===== src/rtl/alu_pkg.sv =====
// Shared ALU definitions: operation codes and the result-beat record used by execute units.
package alu_pkg;

    localparam int XLEN_DEF = 32;
    localparam int TAGW_DEF = 5;

    localparam logic [3:0] ALU_ADD  = 4'b0000;
    localparam logic [3:0] ALU_SUB  = 4'b1000;
    localparam logic [3:0] ALU_SLL  = 4'b0001;
    localparam logic [3:0] ALU_SLT  = 4'b0010;
    localparam logic [3:0] ALU_SLTU = 4'b0011;
    localparam logic [3:0] ALU_XOR  = 4'b0100;
    localparam logic [3:0] ALU_SRL  = 4'b0101;
    localparam logic [3:0] ALU_SRA  = 4'b1101;
    localparam logic [3:0] ALU_OR   = 4'b0110;
    localparam logic [3:0] ALU_AND  = 4'b0111;

    typedef struct packed {
        logic [XLEN_DEF-1:0] result;
        logic                zero;
        logic [TAGW_DEF-1:0] tag;
    } alu_beat_t;

endpackage


===== src/rtl/alu_fn_core.sv =====
// Purely combinational RV32I-style ALU function (fn, op1, op2) -> result.
module alu_fn_core
    import alu_pkg::*;
#(
    parameter int XLEN = 32
) (
    input  logic [3:0]      fn,
    input  logic [XLEN-1:0] op1,
    input  logic [XLEN-1:0] op2,
    output logic [XLEN-1:0] result
);

    localparam int SHW = $clog2(XLEN);

    logic [SHW-1:0] shamt;
    assign shamt = op2[SHW-1:0];

    always_comb begin
        result = '0;
        case (fn)
            ALU_ADD:  result = op1 + op2;
            ALU_SUB:  result = op1 - op2;
            ALU_SLL:  result = op1 << shamt;
            ALU_SLT:  result = {{(XLEN-1){1'b0}}, ($signed(op1) < $signed(op2))};
            ALU_SLTU: result = {{(XLEN-1){1'b0}}, (op1 < op2)};
            ALU_XOR:  result = op1 ^ op2;
            ALU_SRL:  result = op1 >> shamt;
            ALU_SRA:  result = $signed(op1) >>> shamt;
            ALU_OR:   result = op1 | op2;
            ALU_AND:  result = op1 & op2;
            // Unused codes still complete as a beat carrying zero.
            default:  result = '0;
        endcase
    end

endmodule


===== src/rtl/alu_exec_pipe.sv =====
// Elastic ALU execute stage: compute into slice 0, then DEPTH-1 carry slices to the output.
// Optional macro ALU_PERF_CNT_EN adds saturating transfer/stall counters (perf_ops, perf_stall).
module alu_exec_pipe
    import alu_pkg::*;
#(
    parameter int XLEN  = 32,
    parameter int DEPTH = 1,
    parameter int TAGW  = 5
) (
    input  logic            CLK,
    input  logic            RST,
    input  logic            flush,
    input  logic            in_valid,
    output logic            in_ready,
    input  logic [3:0]      in_fn,
    input  logic [XLEN-1:0] in_op1,
    input  logic [XLEN-1:0] in_op2,
    input  logic [TAGW-1:0] in_tag,
    output logic            out_valid,
    input  logic            out_ready,
    output logic [XLEN-1:0] out_result,
    output logic            out_zero,
    output logic [TAGW-1:0] out_tag
`ifdef ALU_PERF_CNT_EN
    ,
    output logic [31:0]     perf_ops,
    output logic [31:0]     perf_stall
`endif
);

    // Handshake: a beat moves across a boundary only in a cycle where the sender's valid
    // and the receiver's ready are both high; a presented output beat is held unchanged
    // until it transfers, and ready never depends on flush.

    logic [XLEN-1:0] fn_result;

    alu_fn_core #(.XLEN(XLEN)) u_core (
        .fn     (in_fn),
        .op1    (in_op1),
        .op2    (in_op2),
        .result (fn_result)
    );

    logic            s_valid  [DEPTH];
    logic [XLEN-1:0] s_result [DEPTH];
    logic            s_zero   [DEPTH];
    logic [TAGW-1:0] s_tag    [DEPTH];
    logic            adv      [DEPTH];

    // Ready chain runs from the output back to slice 0 so a full pipe streams without bubbles.
    always_comb begin
        for (int k = 0; k < DEPTH; k++) adv[k] = 1'b0;
        adv[DEPTH-1] = !s_valid[DEPTH-1] || out_ready;
        for (int k = DEPTH - 2; k >= 0; k--) adv[k] = !s_valid[k] || adv[k+1];
    end

    for (genvar k = 0; k < DEPTH; k++) begin : g_slice
        logic            src_valid;
        logic [XLEN-1:0] src_result;
        logic            src_zero;
        logic [TAGW-1:0] src_tag;

        if (k == 0) begin : g_head
            assign src_valid  = in_valid;
            assign src_result = fn_result;
            assign src_zero   = (fn_result == '0);
            assign src_tag    = in_tag;
        end else begin : g_body
            assign src_valid  = s_valid[k-1];
            assign src_result = s_result[k-1];
            assign src_zero   = s_zero[k-1];
            assign src_tag    = s_tag[k-1];
        end

        always_ff @(posedge CLK) begin
            if (RST) begin
                s_valid[k]  <= 1'b0;
                s_result[k] <= '0;
                s_zero[k]   <= 1'b1;
                s_tag[k]    <= '0;
            end else if (flush) begin
                s_valid[k]  <= 1'b0;
            end else if (adv[k]) begin
                s_valid[k] <= src_valid;
                // Payload only moves with a real beat, so an emptied slice keeps stable data.
                if (src_valid) begin
                    s_result[k] <= src_result;
                    s_zero[k]   <= src_zero;
                    s_tag[k]    <= src_tag;
                end
            end
        end
    end

    assign in_ready   = adv[0];
    assign out_valid  = s_valid[DEPTH-1];
    assign out_result = s_result[DEPTH-1];
    assign out_zero   = s_zero[DEPTH-1];
    assign out_tag    = s_tag[DEPTH-1];

`ifdef ALU_PERF_CNT_EN
    always_ff @(posedge CLK) begin
        if (RST) begin
            perf_ops   <= '0;
            perf_stall <= '0;
        end else begin
            if (out_valid && out_ready && (perf_ops != 32'hFFFF_FFFF))
                perf_ops <= perf_ops + 32'd1;
            if (out_valid && !out_ready && (perf_stall != 32'hFFFF_FFFF))
                perf_stall <= perf_stall + 32'd1;
        end
    end
`endif

endmodule


===== config.mk =====
export PLATFORM = sky130hd
export DESIGN_NAME = alu_exec_pipe
export DESIGN_NICKNAME = d
export VERILOG_FILES = /design/src/rtl/alu_pkg.sv /design/src/rtl/alu_fn_core.sv /design/src/rtl/alu_exec_pipe.sv
export SDC_FILE = /design/constraint.sdc
export NUM_CORES = 1
export LEC_CHECK = 0
export CORE_MARGIN = 2
export CORE_UTILIZATION = 55
export CTS_BUF_LIST = sky130_fd_sc_hd__clkbuf_8
export CTS_CLUSTER_SIZE = 16
export DETAILED_ROUTE_END_ITERATION = 16
export PLACE_DENSITY_LB_ADDON = 0.08
export RECOVER_POWER = 25
export SLEW_MARGIN = 20
export SYNTH_ARGS = -nofsm -noshare
export SYNTH_HDL_FRONTEND = slang
export SYNTH_SLANG_ARGS = --single-unit

===== constraint.sdc =====
create_clock -name CLK -period 4.8 [get_ports CLK]
set_input_delay 0.96 -clock CLK [delete_from_list [all_inputs] [get_ports CLK]]
set_output_delay 0.96 -clock CLK [all_outputs]
set_load 0.02 [all_outputs]

---- Word level (Yosys, flattened, before mapping) ----
Memories as Yosys holds them, arrays and structs flattened.
Index checks and enable logic that the tools add are counted.
storage, ports and cells
  bits in writable memories ............... 39
  logic and storage cells ................. 57
  input bits .............................. 78
  memories kept ........................... 4
  flip-flop bits (word level) ............. 0
memories
  name      depth  width  rd ports  clocked after memory_dff  write ports  line                 source
  s_result  1      32     1         0                         1            alu_exec_pipe.sv:45  logic [XLEN-1:0] s_result [DEPTH];
  s_tag     1      5      1         0                         1            alu_exec_pipe.sv:47  logic [TAGW-1:0] s_tag [DEPTH];
  s_valid   1      1      1         0                         1            alu_exec_pipe.sv:44  logic s_valid [DEPTH];
  s_zero    1      1      1         0                         1            alu_exec_pipe.sv:46  logic s_zero [DEPTH];
operators by class
  mux-type cells .......................... 25
  order comparisons ....................... 2
  $add $sub $neg .......................... 2
  shift operators ......................... 3
  reduce and logical (&&, ||, !) cells .... 9
  bitwise gates (word level) .............. 3
  equal/unequal tests ..................... 9
operators by type and width
  cell                                           number
  case mux 32 bit (10 select lines)              1
  < comparator 32 bit                            2
  adder 32 bit                                   1
  AND 32 bit                                     1
  logical NOT 32 bit                             1
  2-to-1 mux 32 bit                              1
  OR 32 bit                                      1
  OR reduction 32 bit                            1
  left shift 32 x 5 -> 32 bit                    1
  >> shifter 32 x 5 -> 32 bit                    1
  >>> shifter 32 x 5 -> 32 bit                   1
  subtractor 32 bit                              1
  bitwise XOR 32 bit                             1
  2-to-1 mux 1 bit                               22
  == test 4 x 3 -> 1 bit, second input constant  4
  == test 4 x 2 -> 1 bit, second input constant  2
  == test 4 bit, second input constant           2
  2-to-1 mux 5 bit                               1
  OR reduction 5 bit                             1
  == test 4 x 1 -> 1 bit, second input constant  1
  logical NOT 4 bit                              1
  OR reduction 1 bit                             3
  logical NOT 1 bit                              1
  logical OR 1 bit                               1

---- Depth between registers and ports, before layout ----
  word-level depth ........................ 8
  mapped depth ............................ 17
  depth with buffers taken out ............ 14

---- By module ----
A second synthesis with hierarchy kept.
unflattened totals
  cells, all modules ...................... 1436
  area total of the unflattened synthesis .. 10672.7 um^2
modules (own cells, without submodules)
  module         seq. area each (um^2)  times used  area each (um^2)  cells each
  alu_fn_core    0.0                    1           9121.2            1340
  alu_exec_pipe  1171.1                 1           1551.5            96

---- Worst setup path after synthesis ----
OpenSTA, ideal clock, no wires.
  path type ............................... in2reg
  from .................................... input in_op2[2]
  to ...................................... memory s_zero[0], data pin
  data required time ...................... 4.620 ns
  arrival time ............................ 4.792 ns
  setup time .............................. 0.180 ns
  buffers on the path ..................... 3
  cell stages on the path ................. 16
  setup slack ............................. -0.172 ns
  path through ............................ buf_2 -> inv_1 -> buf_2 -> buf_1 -> ha_1 -> nor2b_1 -> o31a_1 -> o22ai_1 -> o21a_1 -> o221ai_1 -> a2111oi_1 -> nand3_1 -> or4b_1 -> nor4_1 -> nand4_1 -> o41ai_2
on the way
  cells in the longest elaborated chain, start to end .. 4
  elaborated cells on any way between the ends .. 13
  those cells by class .................... add/sub: 2; order compare: 2; shift: 3; mux: 2; bitwise: 3; reduce/logical: 1
RTL lines
  element                                          line                 source
  start: declaration                               alu_exec_pipe.sv:17  input logic [XLEN-1:0] in_op2,
  subtractor 32 bit, or another cell as far along  alu_fn_core.sv:22    ALU_SUB: result = op1 - op2;
  case mux 32 bit (10 select lines) (*)            alu_fn_core.sv:20    case (fn)
  logical NOT 32 bit (*)                           alu_exec_pipe.sv:66  assign src_zero = (fn_result == '0);
  2-to-1 mux 1 bit (no source line) (*)            -
  end: declaration                                 alu_exec_pipe.sv:46
Every way passes the cells marked *; elsewhere a longest branch is shown, timed or not.

---- Final worst setup path ----
  from .................................... input in_op1[7]
  to ...................................... memory s_zero[0], data pin
on the way
  cells in the longest elaborated chain, start to end .. 4
  elaborated cells on any way between the ends .. 13
  those cells by class .................... add/sub: 2; order compare: 2; shift: 3; mux: 2; bitwise: 3; reduce/logical: 1
RTL lines
  element                                          line                 source
  start: declaration                               alu_exec_pipe.sv:16  input logic [XLEN-1:0] in_op1,
  subtractor 32 bit, or another cell as far along  alu_fn_core.sv:22
  case mux 32 bit (10 select lines) (*)            alu_fn_core.sv:20
  logical NOT 32 bit (*)                           alu_exec_pipe.sv:66
  2-to-1 mux 1 bit (no source line) (*)            -
Marks and branches as above.

==> metrics.md <==
| Metric | Value |
|---|---|
| Status | complete, but fails checks |
| Failing checks | negative setup slack |
| Area grow syn2layout | 44.8% |
| Worst VDD drop | 0.103 mV |
| Final Critical Period | 4820 ps |
| Placed cells | 2217 |
| Endpoint class of the critical path | flip-flop |
| Startpoint types | input pin |
| CTS buffer count | 5 |
| CP max stage delay | 550 ps |
| Mux cell area share after synthesis | 15.8% |
| Core Box Area | 20100 um2 |
| Synth Area in XOR/XNOR | less than 1% |
| HP Class | flip-flop to flip-flop |
| Die Wd | 147 um |
| Final #Nets | 2133 |
| Design Area, Final | 16300 um2 |
| Detail Placement HPWL | between 40 and 50 mm |
| Global-route usage over all layers | approximately 49% |
| Worst-path clk slew | roughly 70 ps |
| Synth Cell Area | 11200 um2 |
| Power per cell area | 156 nW/um2 |
| Leakage power | 7.11 nW |
| Period utilization | 100% |
| Crit path required time | around 4900 ps |
| Crit-path max FO | 7 |
| Post-Syn Instances | 1500 |
| Max-slew headroom | between 20% and 30% |
| Synth async-reset ratio | 0% |
| Flops & latches, synth | 39 |
| Power Internal | between 1 and 1.5 mW |
| Cell with the most instances after synthesis | nor2_1 |
| Part of the power in combinational logic | 74.0% |
| Netlist cell types | 98 |
| Setup violators final | 1 |
| Share of cells above drive strength 1 | between 30% and 40% |
| Yosys top cell by area | ha_1 |
| Worst-margin pin slew | 1200 ps |
| Max-Cap Viols | 0 |
| Ys Warns | 0 |
| Fmax | between 0.2 and 0.25 GHz |
| Power share of the clock group | 10.1% |
| CTS tree | done |
| Post-synth EDFFs | 39 |
| Placed Area | 15600 um2 |
| Hold Vio Cnt, Final | 0 |
| CTS Root Buffer Type | clkbuf_8 |
| Simple-gate share of the synthesized area | 23.2% |
| FP Rows | 52 |
| Fin. max-slew vios | 0 |
| Commonest cells in the netlist | 170 x nor2_1, 125 x nand2_1, 118 x a21oi_1 |
| Initial core utilization | between 50 and 60% |
| WL per Instance | 24.6 um |
| Crit-path cells | clkdlybuf4s50_1 > buf_4 > buf_4 > mux4_2 > mux2_4 > a2bb2oi_4 > o221ai_2 > a211o_1 > a211oi_4 > nand3_1 > or4b_4 > nor4_4 > nand4_1 > o41ai_2 |
| Register area share after synthesis | 10.4% |
| Final ANT Viol Nets | 0 |
| Synthesized area per cell | 7.49 um2 |
| Vias in the first global route | 14605 |
| Die Y | 147 um |
| First drt pass iteration count | 7 |
| IO Port Bufs | 117 |
| Clock Latency Late Sink | 290 ps |
| Seq pwr share | about 16% |
| Worst reg-to-reg setup slack | approximately 2800 ps |
| Htree depth | 2 |
| Synth Flop Type | edfxtp_1 |
| Slowest CP cell | or4b_4 |
| Number of clock sinks | 39 |
| Die area | 21600 um2 |
| CP Class | input pin to flip-flop |
| Top cell by count, worst path | buf_4 |
| # IOs | 118 |
| Post-Synth Adder-Cell Area | 11.2% |
| Top area cells in the synthesized netlist | ha_1 11%, edfxtp_1 10%, mux4_2 7.4% |
| Final Skew | 2.90 ps |
| Synth top area share | 10.8% |
| Initial antenna violation count | 2 |
| DRC Markers | 0 |
| Final Util | between 80 and 90% |
| 1st-iter DRT viols | roughly 2600 |
| Via count | 15517 |
| First-pass GRT wire length | 81.8 mm |
| GR Overflow Total | 0 |
| Largest net degree at the start of global routing | between 40 and 50 |
| Sw frac | a little under half |
| GP Congestion | 1.22 |
| Vias per inst | 6.97 |
| Syn_nets | 1677 |
| Main combinational cell family by area after synthesis | compound AO/OA/AOI/OAI gates |
| Worst Path Arrival | around 4900 ps |
| CTS Buffer Depth | 2 |
| Sw power | 1.15 mW |
| Routed wire length | around 55 mm |
| Setup WS post-layout | -19.3 ps |
| Synth Area in Compound Gates | 30.7% |
| Non-Filler Instances | 2227 |
==> area by class of cell <==
| type | count | area, um2 |
|---|---|---|
| antenna | 1 | 2.50 |
| clock buffer | 5 | 68.8 |
| clock inverter | 2 | 33.8 |
| fill | 1383 | 3840 |
| inverter | 95 | 357 |
| multi-input combinational | 1254 | 9710 |
| sequential | 39 | 1170 |
| tap | 270 | 338 |
| timing repair buffer | 561 | 4580 |
==> cell families after synthesis <==
kind of cell	count (synthesis)
simple gates	537
mux	118
xor+xnor	5
flops	39
buf+inv	207
compound gates	495
fa+ha+maj	99
==> power groups by stage <==
| stage | logic (mW) | clock network (mW) | registers [mW] |
|---|---|---|---|
| finish | 1.88 | 0.257 | 0.402 |
| global route | 1.95 | 0.270 | 0.403 |
| CTS | 1.72 | 0.257 | 0.403 |
| detailed placement | 1.69 | 0 | 0.410 |
| global placement | 1.66 | 0 | 0.409 |
| floorplan | 0.829 | 0 | 0.437 |
==> repair_timing <==
item | 4_1_cts | 5_1_grt
gates resized for setup | 33 | 84
buffers inserted | 2 | 1
endpoints found under the setup margin | 2 | 5
cloned | 0 | 0
hold buffers | 0 | 0
pin swaps | 14 | 24
==> worst max-delay path: cells and delay by family <==
| kind | cells | cell delay, ps |
|---|---|---|
| compound gates | 5 | 1240 |
| mux | 2 | 830 |
| buf+inv | 3 | 760 |
| simple gates | 4 | 1150 |
==> final timing paths <==
check,startpoint,cells after the start,end
worst max-delay path,in_op1[7],14,s_zero[0]$_SDFFCE_PN1P_
worst min-delay path,s_valid[0]$_DFFE_PP_,2,s_valid[0]$_DFFE_PP_
worst max register to register,s_valid[0]$_DFFE_PP_,5,s_zero[0]$_SDFFCE_PN1P_
worst min register to register,s_valid[0]$_DFFE_PP_,2,s_valid[0]$_DFFE_PP_
==> through the flow <==
step	power (mW)	hold slack (ps)	setup TNS [ps]	worst slack, ps
after floorplan	1.27	993	0	83.2
after global placement	2.06	722	-1220	-636
after detailed placement	2.10	749	-1550	-769
after CTS	2.38	771	0	1.34
after global routing	2.62	826	-78.7	-78.7
final	2.54	765	-19.3	-19.3
==> per-layer routing <==
layer,track usage [%],up-vias,routed length (um)
li1,-,6627,-
met1,62.7,7149,20000
met2,73.7,1372,22900
met3,13.7,369,7900
met4,26.7,0,4140
met5,0,-,0
==> placed cells by master (no fill, tap or decap), types with 30 or more instances in the layout <==
cell type / instances
buf_4: 437
nor2_1: 167
nand2_1: 125
a21oi_1: 108
inv_1: 91
ha_1: 86
clkdlybuf4s50_1: 75
o21ai_0: 71
nor3_1: 40
edfxtp_1: 39
mux2i_1: 38
mux4_2: 38
mux2_2: 36
nand3_1: 32
a211oi_1: 30
==> flip-flops by register name, indices dropped and copies added, names as in the netlist <==
| register | cells |
|---|---|
| s_zero | 1 |
| s_result | 32 |
| s_tag | 5 |
| s_valid | 1 |
No activity file was read; power rests on OpenSTA's default activity.
